`config.mk`:
```
export PLATFORM = sky130hd
export DESIGN_NAME = gf128_mul_ds_flat
export DESIGN_NICKNAME = d
export VERILOG_FILES = /design/src/rtl/gf128_pkg.sv /design/src/rtl/gf128_mul_ds_if.sv /design/src/rtl/gf128_digit_step.sv /design/src/rtl/gf128_mul_ds.sv /design/src/flat_wrapper.sv
export SDC_FILE = /design/constraint.sdc
export NUM_CORES = 2
export LEC_CHECK = 0
export ABC_AREA = 1
export CAP_MARGIN = 20
export CORE_MARGIN = 4
export CORE_UTILIZATION = 57
export CTS_CLUSTER_DIAMETER = 100
export CTS_CLUSTER_SIZE = 20
export DETAILED_ROUTE_END_ITERATION = 16
export PLACE_DENSITY = 0.8
export SLEW_MARGIN = 20
export SYNTH_ARGS = -nofsm -noshare
export SYNTH_HDL_FRONTEND = slang
export SYNTH_SLANG_ARGS = --single-unit
export TNS_END_PERCENT = 20
```
`constraint.sdc`:
```
create_clock -name clk -period 34.8 [get_ports clk]
set_clock_uncertainty 0.2 [all_clocks]
set_input_delay 3.48 -clock clk [delete_from_list [all_inputs] [get_ports clk]]
set_output_delay 3.48 -clock clk [all_outputs]
set_load 0.005 [all_outputs]
```
`src/rtl/gf128_pkg.sv`:
```
// Shared GF(2^128) constants, FSM state type and golden model.
// Bit order is GCM: bit 127 holds the x^0 coefficient.
package gf128_pkg;

  localparam int GF_W = 128;
  localparam logic [GF_W-1:0] GF_R =
    128'he1000000_00000000_00000000_00000000;

  typedef enum logic [1:0] {
    S_IDLE,
    S_BUSY,
    S_DONE
  } state_t;

  // Bit-serial reference multiply, MSB-first over x.
  function automatic logic [GF_W-1:0] gf128_mul_ref(
    input logic [GF_W-1:0] x,
    input logic [GF_W-1:0] h
  );
    logic [GF_W-1:0] z;
    logic [GF_W-1:0] v;
    z = '0;
    v = h;
    for (int i = 0; i < GF_W; i++) begin
      if (x[GF_W-1-i]) z = z ^ v;
      v = v[0] ? ((v >> 1) ^ GF_R) : (v >> 1);
    end
    return z;
  endfunction

endpackage

```
`src/rtl/gf128_mul_ds_if.sv`:
```
// Operand/result handshake bundle for the GF(2^128) multiplier.
// master: operand producer + result consumer; slave: multiplier.
interface gf128_mul_ds_if;

  logic         in_valid;
  logic         in_ready;
  logic [127:0] in_x;
  logic [127:0] in_h;
  logic         in_acc;
  logic         out_valid;
  logic         out_ready;
  logic [127:0] out_z;

  modport master (
    output in_valid, in_x, in_h, in_acc, out_ready,
    input  in_ready, out_valid, out_z
  );

  modport slave (
    input  in_valid, in_x, in_h, in_acc, out_ready,
    output in_ready, out_valid, out_z
  );

endinterface

```
`src/rtl/gf128_digit_step.sv`:
```
// Combinational DIGIT_W-bit slice of the shift-and-add GF multiply.
// Ports: z_in/v_in state in, x_slice (MSB first), z_out/v_out state out.
module gf128_digit_step
  import gf128_pkg::*;
#(
  parameter int DIGIT_W = 8
) (
  input  logic [GF_W-1:0]    z_in,
  input  logic [GF_W-1:0]    v_in,
  input  logic [DIGIT_W-1:0] x_slice,
  output logic [GF_W-1:0]    z_out,
  output logic [GF_W-1:0]    v_out
);

  logic [GF_W-1:0] zc [DIGIT_W+1];
  logic [GF_W-1:0] vc [DIGIT_W+1];

  assign zc[0] = z_in;
  assign vc[0] = v_in;

  for (genvar i = 0; i < DIGIT_W; i++) begin : g_bit
    assign zc[i+1] = x_slice[DIGIT_W-1-i] ?
                     (zc[i] ^ vc[i]) : zc[i];
    // Multiply V by x, folding the x^128 term back in.
    assign vc[i+1] = vc[i][0] ?
                     ((vc[i] >> 1) ^ GF_R) : (vc[i] >> 1);
  end

  assign z_out = zc[DIGIT_W];
  assign v_out = vc[DIGIT_W];

endmodule

```
`src/rtl/gf128_mul_ds.sv`:
```
// Digit-serial GF(2^128) multiplier, Z = (X ^ ACC) * H mod P.
// Ports: clk, rst (async high), bus (slave side of gf128_mul_ds_if).
module gf128_mul_ds
  import gf128_pkg::*;
#(
  parameter int DIGIT_W = 8
) (
  input  logic           clk,
  input  logic           rst,
  gf128_mul_ds_if.slave  bus
);

  localparam int ITER = GF_W / DIGIT_W;
  localparam int CW   = (ITER > 1) ? $clog2(ITER) : 1;

  if (GF_W % DIGIT_W != 0) begin : g_bad_digit
    $error("DIGIT_W must divide 128");
  end

  state_t          state;
  state_t          state_nx;
  logic [GF_W-1:0] xw;
  logic [GF_W-1:0] z;
  logic [GF_W-1:0] v;
  logic [GF_W-1:0] acc;
  logic [GF_W-1:0] z_nx;
  logic [GF_W-1:0] v_nx;
  logic [CW-1:0]   cnt;
  logic            last;
  logic            in_ready;
  logic            out_valid;

  assign last = (cnt == CW'(ITER - 1));

  // Next digit of X is always the top slice; xw shifts left.
  gf128_digit_step #(
    .DIGIT_W (DIGIT_W)
  ) u_step (
    .z_in    (z),
    .v_in    (v),
    .x_slice (xw[GF_W-1 -: DIGIT_W]),
    .z_out   (z_nx),
    .v_out   (v_nx)
  );

  always_ff @(posedge clk or posedge rst) begin
    if (rst) state <= S_IDLE;
    else     state <= state_nx;
  end

  always_comb begin
    state_nx  = state;
    in_ready  = 1'b0;
    out_valid = 1'b0;
    unique case (state)
      S_IDLE: begin
        in_ready = 1'b1;
        if (bus.in_valid) state_nx = S_BUSY;
      end
      S_BUSY: begin
        if (last) state_nx = S_DONE;
      end
      S_DONE: begin
        out_valid = 1'b1;
        if (bus.out_ready) state_nx = S_IDLE;
      end
      default: state_nx = S_IDLE;
    endcase
  end

  always_ff @(posedge clk or posedge rst) begin
    if (rst) begin
      xw  <= '0;
      z   <= '0;
      v   <= '0;
      acc <= '0;
      cnt <= '0;
    end else begin
      if (in_ready && bus.in_valid) begin
        xw  <= bus.in_x ^ (bus.in_acc ? acc : '0);
        v   <= bus.in_h;
        z   <= '0;
        cnt <= '0;
      end else if (state == S_BUSY) begin
        xw  <= xw << DIGIT_W;
        z   <= z_nx;
        v   <= v_nx;
        cnt <= cnt + 1'b1;
      end
      if (out_valid && bus.out_ready) acc <= z;
    end
  end

  assign bus.in_ready  = in_ready;
  assign bus.out_valid = out_valid;
  assign bus.out_z     = out_valid ? z : '0;

endmodule

```
`src/flat_wrapper.sv`:
```
// flat-port wrapper written by rule: the top's interface ports become plain ports
module gf128_mul_ds_flat import gf128_pkg::*;
#(
  parameter int DIGIT_W = 8
)
  (clk, rst, bus_in_valid, bus_in_x, bus_in_h, bus_in_acc, bus_out_ready, bus_in_ready, bus_out_valid, bus_out_z);
  gf128_mul_ds_if bus_i ();
  input  logic clk;
  input  logic rst;
  input wire logic [$bits(bus_i.in_valid)-1:0] bus_in_valid;
  input wire logic [$bits(bus_i.in_x)-1:0] bus_in_x;
  input wire logic [$bits(bus_i.in_h)-1:0] bus_in_h;
  input wire logic [$bits(bus_i.in_acc)-1:0] bus_in_acc;
  input wire logic [$bits(bus_i.out_ready)-1:0] bus_out_ready;
  output wire logic [$bits(bus_i.in_ready)-1:0] bus_in_ready;
  output wire logic [$bits(bus_i.out_valid)-1:0] bus_out_valid;
  output wire logic [$bits(bus_i.out_z)-1:0] bus_out_z;
  assign bus_i.in_valid = bus_in_valid;
  assign bus_i.in_x = bus_in_x;
  assign bus_i.in_h = bus_in_h;
  assign bus_i.in_acc = bus_in_acc;
  assign bus_i.out_ready = bus_out_ready;
  assign bus_in_ready = bus_i.in_ready;
  assign bus_out_valid = bus_i.out_valid;
  assign bus_out_z = bus_i.out_z;
  gf128_mul_ds #(.DIGIT_W(DIGIT_W)) u_core (.clk(clk), .rst(rst), .bus(bus_i));
endmodule
```
==> results.sh <==
export IMPL_status="completed"
export IMPL_synth_yosys_warnings=0
export IMPL_critical_path_slowest_cell="buf_4"
export IMPL_timing_hold_worst_class="register to register"
export IMPL_post_synth_num_cell_types=34
export IMPL_sequential_area_share_after_synthesis_pct=34.7
export IMPL_timing_fmax_mhz=143
export IMPL_synth_cell_area_um2=37300
export IMPL_vias=33900
export IMPL_placementRows=93
export IMPL_final_standard_cell_area_without_fillers_um2=41700
export IMPL_die_boundary_height_um=264
export IMPL_fin_nets=5303
export IMPL_placed_cell_area_um2=40800
export IMPL_rr_worst_depth=7
export IMPL_hold_path_start="u_core.z[64]"
export IMPL_final_core_utilization_pct=64.5
export IMPL_post_cts_buffers=0
export IMPL_hold_path_endpoint="u_core.z[64]"
export IMPL_hpwlAfterDp_mm=76.8
export IMPL_worstHoldPathCells=2
export IMPL_finalSetupViolCount=0
export IMPL_cp_start_kind="input port"
export IMPL_synth_net_count=5263
export IMPL_cts_buffer_depth=3
export IMPL_global_route_wire_length_before_repair_mm=182
export IMPL_highest_layer="met4"
export IMPL_clk_pin_slew_ns=0.09
export IMPL_tritoncts="yes"
export IMPL_timing_worst_slew_pin_value_ns=1.17
export IMPL_drt_pass1_iter_count=8
export IMPL_syn_instance_count=5001
export IMPL_numClockSinks=518
export IMPL_largest_incremental_delay_on_the_critical_path_ns=0.86
export IMPL_reg2reg_slack_ns=30.42
export IMPL_slew_headroom_pct=22.2
export IMPL_numCtsBuffers=30
export IMPL_met3RoutedLength_mm=10.9
export IMPL_timing_critical_path_to_type="register"
export IMPL_min_period_ns=6.99
export IMPL_htree_num_levels=1
export IMPL_worstReg2RegEnd="u_core.xw[96]"
export IMPL_power_leakage_nw=17.2
export IMPL_cts_root_buffer="clkbuf_16"
export IMPL_worst_skew_pair_late_latency_ns=0.63
export IMPL_drtAntennaViolNets=0
export IMPL_critPathKind="input port to register"
export IMPL_drc=0
export IMPL_ir_worst_vdd_mv=0.0722
export IMPL_postSynthRegisterBits=518
export IMPL_diodes=0
export IMPL_worst_ep_arrival_time_ns=7.23
export IMPL_power_density_nw_per_um2=117
export IMPL_port_buffers=390
export IMPL_overflow=0
export IMPL_totalNegativeSetupSlack_ns=0
export IMPL_core_area_um2=64600
export IMPL_vias_in_the_first_global_route=32400
export IMPL_design_power_total_w=0.00486
export IMPL_floorplan_die_area_um2=69600
export IMPL_timing_rr_start="u_core.state[0]"
export IMPL_dr_wl_met2_mm=52.7
export IMPL_floorplan_initialDensity_pct=57.8
export IMPL_syn2layout_area_growth_pct=11.7
export IMPL_timing_final_crit_share_pct=20.1
export IMPL_syn_mean_instance_area_um2=7.46
export IMPL_grt_antenna_before_repair=1
export IMPL_via_per_inst=5.75
export IMPL_gr_usage_all_layers_pct=31.8
export IMPL_unrepaired_setup_endpoints_after_global_routing="false"
export IMPL_crit_family="buffers and inverters"
export IMPL_met1_routed_wirelength_after_detailed_routing_mm=46.0
export IMPL_grt_start_max_net_pins=179
export IMPL_timing_critical_path_buf_inv=4
export IMPL_finalHoldViolCount=0
export IMPL_place_gp_congestion=0.901
export IMPL_hold_buffers=0
export IMPL_report_final_slew_viol_count=0
export IMPL_io_pin_count=391
export IMPL_cell_by_cell_listing_of_the_critical_path="clkdlybuf4s50_1 -> nand2_4 -> inv_6 -> nor2_4 -> inv_8 -> buf_4 -> o221ai_1"
export IMPL_detailedRoute_firstIterationViolations=3906
export IMPL_post_route_cells_drive_above_1_share_pct=1.57
export IMPL_drv_max_cap_violation_count=0
export IMPL_critPathMaxFanout=178
export IMPL_die_w_um=264
export IMPL_post_cts_resized_instances=0
export IMPL_worstPathRequired_ns=35.04
export IMPL_wire_per_inst_um=19.5
export IMPL_wire_length_reported_by_the_detailed_router_mm=115
-- how the worst max path moves through the flow --
stage          cells past startpoint    startpoint       endpoint  slack [ns]
2_1_floorplan                      1           rst  u_core.acc[0]       16.65
3_5_place_dp                       7  bus_in_valid  u_core.xw[84]       27.14
4_1_cts                            7  bus_in_valid  u_core.xw[96]       27.78
3_3_place_gp                       5           rst  u_core.z[120]       27.25
5_1_grt                            5           rst  u_core.v[125]       27.50
6_report                           7  bus_in_valid  u_core.xw[96]       27.81
-- where the power goes --
group	internal [W]	leakage, nW	switching [W]
Sequential	0.000924	6.43	0.000470
Clock	0.000168	0.410	0.000214
Combinational	0.00130	10.4	0.00178
-- placed cells by master, fill, tap and decap left out, types with 4 or more instances in the layout --
master,count
clkbuf_16,31
dfrtp_4,8
a22oi_1,8
xor2_1,581
xnor2_1,522
clkdlybuf4s50_1,389
nor2_1,183
and3_1,8
nand3_1,46
o32ai_1,8
buf_4,28
inv_8,4
o221ai_1,173
nand2_1,1751
o22ai_1,19
o21ai_0,237
nand3b_1,6
dfrtp_1,510
o21ai_1,77
a2bb2oi_1,48
a21oi_1,24
inv_1,358
-- sequential cells by signal, indices dropped and copies added (netlist names) --
signal / cells
u_core.v: 128
u_core.acc: 128
u_core.cnt: 4
u_core.z: 128
u_core.xw: 128
u_core.state: 2
-- layout make-up --
| cell class | count | area (um^2) |
|---|---|---|
| clock buffer | 34 | 787 |
| clock inverter | 3 | 50.0 |
| fill | 5539 | 22900 |
| inverter | 365 | 1400 |
| multi-input combinational | 3709 | 21300 |
| sequential | 518 | 13000 |
| tap | 855 | 1070 |
| timing repair buffer | 417 | 4100 |
-- tightest hold or removal path, cell delays in order (launching register included) --
cell and delay, ns:
dfrtp_1 0.35, nand2_1 0.05, o21ai_0 0.06
-- routing by layer --
layer / track usage [%] / vias up
li1: - / 15500
met1: 43.9 / 16300
met2: 50.7 / 1810
met3: 4.89 / 273
met4: 12.8 / 0
met5: 0 / -
-- synthesized netlist by cell type (all sizes together) --
library cell | n | area [um^2]
nand3 | 46 | 230
a32o | 1 | 10.0
and3 | 8 | 50.1
dfrtp | 518 | 13000
buf | 137 | 719
o211ai | 3 | 22.5
inv | 363 | 1360
xor2 | 581 | 5090
and2 | 1 | 6.26
o221ai | 173 | 1520
xnor2 | 522 | 4570
nor3 | 1 | 5.00
nor2 | 185 | 697
a22oi | 8 | 60.1
a21oi | 24 | 120
nand2b | 1 | 6.26
o21a | 1 | 7.51
o32ai | 8 | 70.1
clkbuf | 272 | 1020
ha | 1 | 12.5
nand3b | 6 | 45.0
nand2 | 1753 | 6580
nand4 | 3 | 18.8
o31ai | 2 | 15.0
clkinv | 2 | 7.51
o22ai | 19 | 119
a2bb2oi | 48 | 420
o21ai | 314 | 1570
-- cell families after synthesis --
kind of cell    share of synthesized area [%]
fa+ha+maj                              0.0335
simple gates                             20.5
xor+xnor                                 25.9
flops                                    34.7
buf+inv                                  8.34
compound gates                           10.5
-- per-stage QoR --
stage	setup WS, ns	instances	hold WS (ns)
6_report	27.81	5901	0.288
5_1_grt	27.50	5901	0.307
4_1_cts	27.78	5901	0.289
3_5_place_dp	27.14	5864	0.266
3_3_place_gp	27.25	5864	0.265
2_1_floorplan	16.65	5001	0.249
Power figures use the tool's default switching activity.
